File: config.mk
export PLATFORM = sky130hd
export DESIGN_NAME = life_hud_renderer
export DESIGN_NICKNAME = d
export VERILOG_FILES = /design/src/rtl/life_hud_renderer_pkg.sv /design/src/rtl/life_hud_renderer_life_counter.sv /design/src/rtl/life_hud_renderer.sv
export SDC_FILE = /design/constraint.sdc
export NUM_CORES = 1
export LEC_CHECK = 0
export ABC_AREA = 1
export CAP_MARGIN = 20
export CORE_ASPECT_RATIO = 0.9
export CORE_UTILIZATION = 48
export CTS_CLUSTER_DIAMETER = 80
export CTS_CLUSTER_SIZE = 8
export DETAILED_ROUTE_END_ITERATION = 7
export PLACE_DENSITY = 0.86
export SYNTH_ARGS = -nofsm -noshare
export SYNTH_HDL_FRONTEND = slang
export SYNTH_SLANG_ARGS = --single-unit
File: constraint.sdc
create_clock -name clk -period 5.3 [get_ports clk]
set_input_delay 1.06 -clock clk [delete_from_list [all_inputs] [get_ports clk]]
set_output_delay 1.06 -clock clk [all_outputs]
set_load 0.02 [all_outputs]
File: src/rtl/life_hud_renderer_pkg.sv
// life_hud_renderer_pkg: shared sprite geometry, transparent key, FSM encodings
// and the heart bitmap used by the heart sprite ROMs.
package life_hud_renderer_pkg;

  localparam int          SPRITE_W   = 14;
  localparam int          SPRITE_H   = 10;
  localparam logic [7:0]  TRANSP_KEY = 8'hBB;

  typedef enum logic [1:0] {
    ST_ALIVE  = 2'd0,
    ST_INVULN = 2'd1,
    ST_DEAD   = 2'd2
  } life_state_e;

  // Heart outline, one word per row, column 0 is the MSB.
  localparam logic [13:0] HEART_MASK [SPRITE_H] = '{
    14'b00111100111100,
    14'b01111111111110,
    14'b11111111111111,
    14'b11111111111111,
    14'b01111111111110,
    14'b00111111111100,
    14'b00011111111000,
    14'b00001111110000,
    14'b00000111100000,
    14'b00000011000000
  };

  // Full hearts are red, empty hearts grey; low bits carry the column so an
  // address slip shows up as a colour change.
  function automatic logic [7:0] heart_texel(input logic [3:0] row,
                                             input logic [3:0] col,
                                             input logic       full);
    logic [13:0] line;
    if (row >= 4'(SPRITE_H) || col >= 4'(SPRITE_W)) return TRANSP_KEY;
    line = HEART_MASK[row];
    if (!line[4'(SPRITE_W - 1) - col]) return TRANSP_KEY;
    return full ? {5'b11100, col[2:0]} : {5'b01001, col[2:0]};
  endfunction

endpackage

File: src/rtl/life_hud_renderer_life_counter.sv
// life_counter: lives count plus ALIVE/INVULN/DEAD FSM with invulnerability
// frame counter.
//   clk, reset           clock, synchronous active-high reset
//   hit, extra_life      1-clk event pulses
//   game_restart         1-clk pulse, overrides everything
//   frame_tick           1-clk pulse once per frame
//   lives, state         current lives and FSM state
//   inv_cnt              remaining invulnerability frames
//   game_over            high while lives == 0
module life_counter
  import life_hud_renderer_pkg::*;
#(
  parameter int MAX_LIVES   = 3,
  parameter int START_LIVES = 3,
  parameter int INVULN_FRM  = 60
)(
  input  logic       clk,
  input  logic       reset,
  input  logic       hit,
  input  logic       extra_life,
  input  logic       game_restart,
  input  logic       frame_tick,
  output logic [2:0] lives,
  output logic [1:0] state,
  output logic [7:0] inv_cnt,
  output logic       game_over
);
  localparam logic [2:0] LIVES_MAX  = 3'(MAX_LIVES);
  localparam logic [2:0] LIVES_INIT = 3'(START_LIVES);
  localparam logic [7:0] INV_LOAD   = 8'(INVULN_FRM);

  life_state_e state_d, state_q;
  logic [2:0]  lives_d, lives_q;
  logic [7:0]  inv_cnt_d, inv_cnt_q;
  logic        game_over_d, game_over_q;

  always_comb begin
    state_d     = state_q;
    lives_d     = lives_q;
    inv_cnt_d   = inv_cnt_q;
    game_over_d = game_over_q;
    if (game_restart) begin
      state_d     = ST_ALIVE;
      lives_d     = LIVES_INIT;
      inv_cnt_d   = '0;
      game_over_d = 1'b0;
    end else begin
      case (state_q)
        ST_ALIVE: begin
          if (hit) begin
            inv_cnt_d = INV_LOAD;
            if (extra_life) begin
              // pickup in the same cycle cancels the loss, still invulnerable
              state_d = ST_INVULN;
            end else if (lives_q <= 3'd1) begin
              lives_d     = '0;
              state_d     = ST_DEAD;
              game_over_d = 1'b1;
            end else begin
              lives_d = lives_q - 3'd1;
              state_d = ST_INVULN;
            end
          end else if (extra_life && lives_q < LIVES_MAX) begin
            lives_d = lives_q + 3'd1;
          end
        end
        ST_INVULN: begin
          if (extra_life && lives_q < LIVES_MAX) lives_d = lives_q + 3'd1;
          if (frame_tick) begin
            if (inv_cnt_q <= 8'd1) begin
              inv_cnt_d = '0;
              state_d   = ST_ALIVE;
            end else begin
              inv_cnt_d = inv_cnt_q - 8'd1;
            end
          end
        end
        default: ;  // DEAD: only game_restart leaves
      endcase
    end
  end

  always_ff @(posedge clk) begin
    if (reset) begin
      state_q     <= ST_ALIVE;
      lives_q     <= LIVES_INIT;
      inv_cnt_q   <= '0;
      game_over_q <= 1'b0;
    end else begin
      state_q     <= state_d;
      lives_q     <= lives_d;
      inv_cnt_q   <= inv_cnt_d;
      game_over_q <= game_over_d;
    end
  end

  assign lives     = lives_q;
  assign state     = state_q;
  assign inv_cnt   = inv_cnt_q;
  assign game_over = game_over_q;
endmodule

File: src/rtl/life_hud_renderer.sv
// life_hud_renderer: draws MAX_LIVES heart slots at (HUD_X,HUD_Y), full for
// remaining lives, empty otherwise, with the lost heart blinking while
// invulnerable. x/y to life_on/rgb_out latency is 2 clk.
//   clk, reset              pixel clock, synchronous active-high reset
//   video_on, x, y          raster position from vga_sync
//   hit/extra_life/game_restart  gameplay event pulses
//   heart_row, heart_col    address to both heart ROMs (0 outside slots)
//   full_color/empty_color  ROM data, 1 clk after the address
//   lives, game_over        life state
//   life_on, rgb_out        HUD pixel opaque flag and colour
module life_hud_renderer
  import life_hud_renderer_pkg::*;
#(
  parameter int         MAX_LIVES   = 3,
  parameter int         START_LIVES = 3,
  parameter int         HUD_X       = 16,
  parameter int         HUD_Y       = 8,
  parameter int         HEART_W     = SPRITE_W,
  parameter int         HEART_H     = SPRITE_H,
  parameter int         HEART_GAP   = 4,
  parameter int         INVULN_FRM  = 60,
  parameter logic [7:0] TRANSP      = TRANSP_KEY
)(
  input  logic       clk,
  input  logic       reset,
  input  logic       video_on,
  input  logic [9:0] x,
  input  logic [9:0] y,
  input  logic       hit,
  input  logic       extra_life,
  input  logic       game_restart,
  output logic [3:0] heart_row,
  output logic [3:0] heart_col,
  input  logic [7:0] full_color,
  input  logic [7:0] empty_color,
  output logic [2:0] lives,
  output logic       game_over,
  output logic       life_on,
  output logic [7:0] rgb_out
);
  localparam int PITCH = HEART_W + HEART_GAP;

  logic                         frame_tick_d, frame_tick_q;
  logic [1:0]                   state;
  logic [7:0]                   inv_cnt;
  logic                         y_in;
  logic [MAX_LIVES-1:0]         slot_hit;
  logic [MAX_LIVES-1:0][9:0]    slot_left;
  logic                         any_slot;
  logic [2:0]                   slot_idx;
  logic [9:0]                   cur_left;
  logic                         blink;
  logic                         in_heart_d, in_heart_q;
  logic                         use_full_d, use_full_q;
  logic [7:0]                   sel;
  logic                         life_on_d, life_on_q;
  logic [7:0]                   rgb_d, rgb_q;
  logic                         unused_inv_bits;

  life_counter #(
    .MAX_LIVES  (MAX_LIVES),
    .START_LIVES(START_LIVES),
    .INVULN_FRM (INVULN_FRM)
  ) u_life_counter (
    .clk         (clk),
    .reset       (reset),
    .hit         (hit),
    .extra_life  (extra_life),
    .game_restart(game_restart),
    .frame_tick  (frame_tick_q),
    .lives       (lives),
    .state       (state),
    .inv_cnt     (inv_cnt),
    .game_over   (game_over)
  );

  // Only bit 3 drives the blink phase.
  assign unused_inv_bits = ^{inv_cnt[7:4], inv_cnt[2:0]};

  assign frame_tick_d = (x == 10'd0) && (y == 10'd0);

  // Stage 0: one range comparator pair per slot, shared row window.
  assign y_in = ({1'b0, y} >= 11'(HUD_Y)) && ({1'b0, y} < 11'(HUD_Y + HEART_H));

  for (genvar k = 0; k < MAX_LIVES; k++) begin : g_slot
    localparam logic [10:0] LEFT = 11'(HUD_X + k * PITCH);
    assign slot_left[k] = LEFT[9:0];
    assign slot_hit[k]  = y_in && ({1'b0, x} >= LEFT) && ({1'b0, x} < LEFT + 11'(HEART_W));
  end

  always_comb begin
    any_slot = 1'b0;
    slot_idx = '0;
    cur_left = '0;
    for (int k = 0; k < MAX_LIVES; k++) begin
      if (slot_hit[k]) begin
        any_slot = 1'b1;
        slot_idx = 3'(k);
        cur_left = slot_left[k];
      end
    end
  end

  assign heart_row = any_slot ? 4'(y - 10'(HUD_Y)) : 4'd0;
  assign heart_col = any_slot ? 4'(x - cur_left)   : 4'd0;

  // The first lost heart flashes while invulnerable.
  assign blink      = (state == ST_INVULN) && (slot_idx == lives) && inv_cnt[3];
  assign in_heart_d = any_slot && video_on;
  assign use_full_d = (slot_idx < lives) || blink;

  // Stage 2: stage-1 flags are aligned with ROM data here.
  assign sel       = use_full_q ? full_color : empty_color;
  assign life_on_d = in_heart_q && (sel != TRANSP);
  assign rgb_d     = life_on_d ? sel : 8'h00;

  always_ff @(posedge clk) begin
    if (reset) begin
      frame_tick_q <= 1'b0;
      in_heart_q   <= 1'b0;
      use_full_q   <= 1'b0;
      life_on_q    <= 1'b0;
      rgb_q        <= '0;
    end else begin
      frame_tick_q <= frame_tick_d;
      in_heart_q   <= in_heart_d;
      use_full_q   <= use_full_d;
      life_on_q    <= life_on_d;
      rgb_q        <= rgb_d;
    end
  end

  assign life_on = life_on_q;
  assign rgb_out = rgb_q;
endmodule
# == Word-level counts from Yosys, hierarchy flattened ==
# Cells that the tools add are included.
# totals
output_inout_bits,21
regBits,26
# op_classes
n_bitwise,2
eq_ne,7
magnitude_cmp,12
n_mux,25
n_reduce_logical,24
addsub,5
# op_table
cell,count
$mux 8,4
$ge 10x6->1 const B,2
$logic_not 10->1,2
$lt 10x5->1 const B,2
$mux 4,4
$pmux 8 s2,1
$mux 3,5
$logic_and 1x1->1,13
$ge 10x4->1 const B,1
$ge 10x5->1 const B,1
$lt 10x6->1 const B,1
$lt 10x7->1 const B,1
$mux 2,5
$le 8x1->1 const B,1
$ne 8x8->1 const B,1
$reduce_and 4->1,2
$sub 8x1->8 const B,1
$pmux 3 s2,1
$mux 1,4
$ne 2x2->1 const B,2
$pmux 2 s2,1
$reduce_or 2->1,2
$sub 4x4->4,1
$sub 4x4->4 const B,1
15 further kinds,16

# == Longest topological paths before layout ==
# depth
ltp_word,10
mapped_depth,11
mapped_depth_nobuf,11

# == Modules after synthesis ==
# From an unflattened synthesis, not the netlist that was laid out.
# hier_totals
hier_cells,284
hier_area_um2,1726.7
# by_module_without_submodules
module,seq_area_each_um2,area_each_um2,n_inst,cells_each
life_counter,280.3,882.1,1,141
life_hud_renderer,240.2,844.6,1,143

# == Worst setup path before layout ==
# No wires, ideal clock.
# synth_path
path_type,input-to-output
from,input x[9]
to,output heart_col[3]
setup_slack_ns,1.785
arrival_ns,2.455
path_stages,11
path_cell_list,nor2_1 nand2_1 nor2_1 nand4_1 inv_1 ha_1 inv_1 fa_1 xnor2_1 nand2_1 inv_1
# synth_via
elab_chain_cells,7
elab_cells_between_ends,19
classes_between,1 x add/sub; 6 x order compare; 6 x mux; 6 x reduce/logical
# synth_lines
element,line_no,text
"start, declared",life_hud_renderer.sv:27,"input logic [9:0] x,"
$ge 10x6->1 or $ge 10x5->1 (tied branches),life_hud_renderer.sv:88,"assign slot_hit[k] = y_in && ({1'b0, x} >= LEFT) && ({1'b0, x} < LEFT + 11'(HEART_W));"
$logic_and 1x1->1 (2 in a row),life_hud_renderer.sv:88,
$mux 4 or $mux 1 (tied branches) (2 in a row),life_hud_renderer.sv:96,if (slot_hit[k]) begin
$sub 4x4->4 or $mux 1 (tied branches),"life_hud_renderer.sv:105, life_hud_renderer.sv:96",
$mux 4 *,life_hud_renderer.sv:105,assign heart_col = any_slot ? 4'(x - cur_left) : 4'd0;
"end, declared",life_hud_renderer.sv:33,"output logic [3:0] heart_col,"
# Every way passes the cells marked *; elsewhere a longest branch is shown, timed or not.

# == Worst setup path in the final report ==
# layout_path
from,input x[2]
to,output heart_col[3]
# The elaborated chain is that of the path after synthesis.

==> results summary <==
The clock-pin slew reported for the worst setup and hold paths after clock tree synthesis is 100 ps. For this block, the initial DRC count from the detailed router was 152. The final cycle utilization of the critical path is 0.879. The largest total area in the synthesized netlist belongs to sky130_fd_sc_hd__dfxtp_1. Yosys printed 0 warnings. Counting every instance in the synthesized netlist gives 274.

After layout, the worst setup slack is 642 ps. IR analysis of the VDD net gives a maximum drop of 0.140 mV. The number of global-route vias before repair came out at 1751. The fraction of layout cells with a size suffix above 1 is 0.0295.

Setup repair after global routing left no endpoint under its margin. The number of cells on the worst reg-to-reg path is 9. The iteration count of the initial detailed-routing pass is 4. Detailed placement finished with a half-perimeter wire length of 3270 um. The number of setup violations in the final report is 0. The cell count of the worst hold path is 2. From synthesis to final layout, the design area changed by 43.7%. Yosys attributes the largest share of cell area to sky130_fd_sc_hd__dfxtp_1 31%, sky130_fd_sc_hd__nand2_1 14%, sky130_fd_sc_hd__inv_1 13%. The leakage dissipation is 0.00123 uW.

The setup path with the least slack is of type input pin to output port. After detailed routing, the number of remaining DRC violations is 0. The initial antenna violation count came out at 0. Of the total synthesized cell area, the portion taken by XOR and XNOR cells is 0.00522. The worst clock skew is 10.0 ps. The number of nets in the finished design is 391. The mux contribution to synthesized area came out at 0. The detail route stage leaves a number of antenna-violating nets equal to 0. The area enclosed by the die boundary is 3740 um2. TritonCTS created 3 clock buffers. Timing would allow up to 215 MHz.

The final wirelength is 4160 um. TritonCTS built the clock tree. The final count of pins violating max slew is 0.

The startpoint identified for the worst hold timing path is u_life_counter.game_over. The number of hold violations in the final report is 0. The largest net degree at the start of global routing came out at 17. Clock latency on the worst-skew pair, taken at its later pin, is 280 ps. The synthesized net count came out at 325.

Port buffering added 62 buffers. The sink count of the clock tree is 26. The initial core utilization is 0.527. The total of cells resized after clock tree synthesis is 0. The total vias in the final route is 1879. The summed negative setup slack over all endpoints came out at 0 ps. Counting the fill cells in the layout gives 295. The time the final worst path needs with I/O delays and setup came out at 4660 ps.

The number of placed instances, taps included is 377. Max-cap violations in this run came to 0. The path with the worst hold slack has its endpoint at u_life_counter.game_over. The distinct cell type count after synthesis came out at 24.

The share of synthesized area occupied by flip-flops and latches came out at 0.310. The buffer type at the clock tree root is sky130_fd_sc_hd__clkbuf_8. The chip height is 58.1 um.

The count of hold-fix buffers inserted at cts is 0. The library cells used most frequently in the layout, excluding fill and tap cells, are 62 x sky130_fd_sc_hd__nand2_1, 62 x sky130_fd_sc_hd__clkdlybuf4s50_1, 60 x sky130_fd_sc_hd__inv_1, 43 x sky130_fd_sc_hd__nor2_1, 26 x sky130_fd_sc_hd__dfxtp_1. The tightest min-delay check is of the register to register type.

The number of storage elements in the synthesis netlist came out at 26. The vias per cell is 4.93. The die width is 64.3 um.

The pre-CTS worst setup slack came out at 656 ps. The power per cell area is 192 nW/um2. The final routed wire length divided by cell count came out at 10.9 um. The worst register-to-register path begins at u_life_counter.inv_cnt[0]. Data on the critical path is required at its endpoint by 4240 ps. The reg-to-reg setup timing slack is 3720 ps. The first global-routing pass estimated 7110 um of wire. Tracing the worst setup path back leads to its startpoint at x[2]. The transition time of the tightest slew-check pin came out at 632 ps. The number of standard-cell rows in the floorplan is 19. The startpoint type of the worst setup path is an input pin. The relative slew slack is 0.577. The number of antenna diodes in the final layout is 0. The area of the core is 3190 um2. The H-tree depth is 1. Of all nets on the critical path, the largest fanout is 4.

The arrival time reported for the critical path endpoint came out at 3600 ps. The weighted congestion at the end of routability-driven global placement is 0.849. The final cell count without fillers is 381. After global routing the overflow that remains totals 0.

The post-CTS setup repair buffer count is 0. The flow ran to the end, and the final reports show no timing, DRC or antenna violations. STA classifies the critical path endpoint as an output port. After synthesis, the largest family of logic cells by area is simple AND/OR/NAND/NOR gates. Of the total synthesized cell area, the portion taken by AND, OR, NAND and NOR gates is 0.329.

In this run the mean area of a mapped cell was 6.13 um2. Across the whole layout, storage elements account for 520 um2. Of the post-synthesis cell area, the dominant cell type holds 0.310. The multi-input combinational cells in the finished layout cover a total of 910 um2.

The largest buffer count on any clock path is 2. Pin placement for this block handled 63 I/O pins. Across every metal layer, demand over resource in global routing totals 0.238.

The compound-cell area share of the yosys netlist was 0.136. The adder-cell share of the synthesized area came out at 0.0715. The post-synthesis cell area is 1680 um2. Once layout is complete, the utilization of the core stands at 0.757. The endpoint identified for the worst register-to-register timing path is u_life_counter.inv_cnt[6].
flip-flops by register name, summed over array words and instances, names as in the netlist:
register / cells
rgb_out: 8
u_life_counter.inv_cnt: 8
u_life_counter.lives: 3
u_life_counter.state: 2
frame_tick_q: 1
in_heart_q: 1
life_on: 1
u_life_counter.game_over: 1
use_full_q: 1
Yosys cell counts, drive strengths merged:
| cell | instances |
|---|---|
| nand3 | 14 |
| o21a | 3 |
| xnor2 | 1 |
| nor3 | 3 |
| o22ai | 1 |
| o21bai | 1 |
| inv | 61 |
| buf | 1 |
| fa | 1 |
| nor4 | 1 |
| nand4 | 6 |
| ha | 8 |
| nor2 | 45 |
| clkinv | 1 |
| a21oi | 16 |
| dfxtp | 26 |
| o21ai | 21 |
| a21boi | 1 |
| nand2 | 63 |
where the power goes:
group | internal (uW) | leakage (uW) | switching [uW]
clock | 101 | 0.0000357 | 65.6
combinational | 47.3 | 0.000979 | 45.1
sequential | 199 | 0.000211 | 5.61
total | 347 | 0.00123 | 116
worst max-delay path: stages:
cell	delay [ps]
sky130_fd_sc_hd__clkdlybuf4s50_1	560
sky130_fd_sc_hd__nor2_1	100
sky130_fd_sc_hd__a21oi_1	160
sky130_fd_sc_hd__nand4_1	180
sky130_fd_sc_hd__inv_1	100
sky130_fd_sc_hd__ha_1	140
sky130_fd_sc_hd__inv_1	40
sky130_fd_sc_hd__fa_1	380
sky130_fd_sc_hd__xnor2_1	150
sky130_fd_sc_hd__nand2_1	70
sky130_fd_sc_hd__inv_1	60
sky130_fd_sc_hd__clkdlybuf4s50_1	590
worst max-delay path by stage:
| stage | endpoint | cells after the start |
|---|---|---|
| after floorplan | heart_col[3] | 11 |
| after global placement | heart_col[3] | 12 |
| after detailed placement | heart_col[3] | 12 |
| after CTS | heart_col[3] | 12 |
| after global routing | heart_col[3] | 12 |
| final | heart_col[3] | 12 |
cell families after synthesis:
| group | after synthesis |
|---|---|
| buffers and inverters | 63 |
| DFF | 26 |
| and+or+nand+nor | 132 |
| AOI/OAI and AO/OA | 43 |
| xor gates and xnor gates | 1 |
| adders and majority gates | 9 |
through the flow:
step / instance area, um2 / power, uW / hold slack, ps
final: 2410 / 464 / 451
after global routing: 2410 / 484 / 482
after CTS: 2410 / 464 / 453
after detailed placement: 2340 / 300 / 439
after global placement: 2340 / 298 / 436
after floorplan: 1680 / 254 / 470
metal layers:
metal / wire length, um / vias up / track usage
met5: 0 / - / 0
met4: 38 / 0 / 0.0508
met3: 244 / 4 / 0.0433
met2: 2010 / 69 / 0.426
met1: 1860 / 823 / 0.298
li1: - / 983 / -
area by class of cell:
class / instances / share of cell area
multi-input cells: 185 / 0.377
repair buffers: 62 / 0.257
flip-flops and latches: 26 / 0.216
inverters: 62 / 0.0985
well taps: 42 / 0.0218
clock buffers: 3 / 0.0171
clock inverters: 1 / 0.0124
Power figures use the tool's default switching activity.
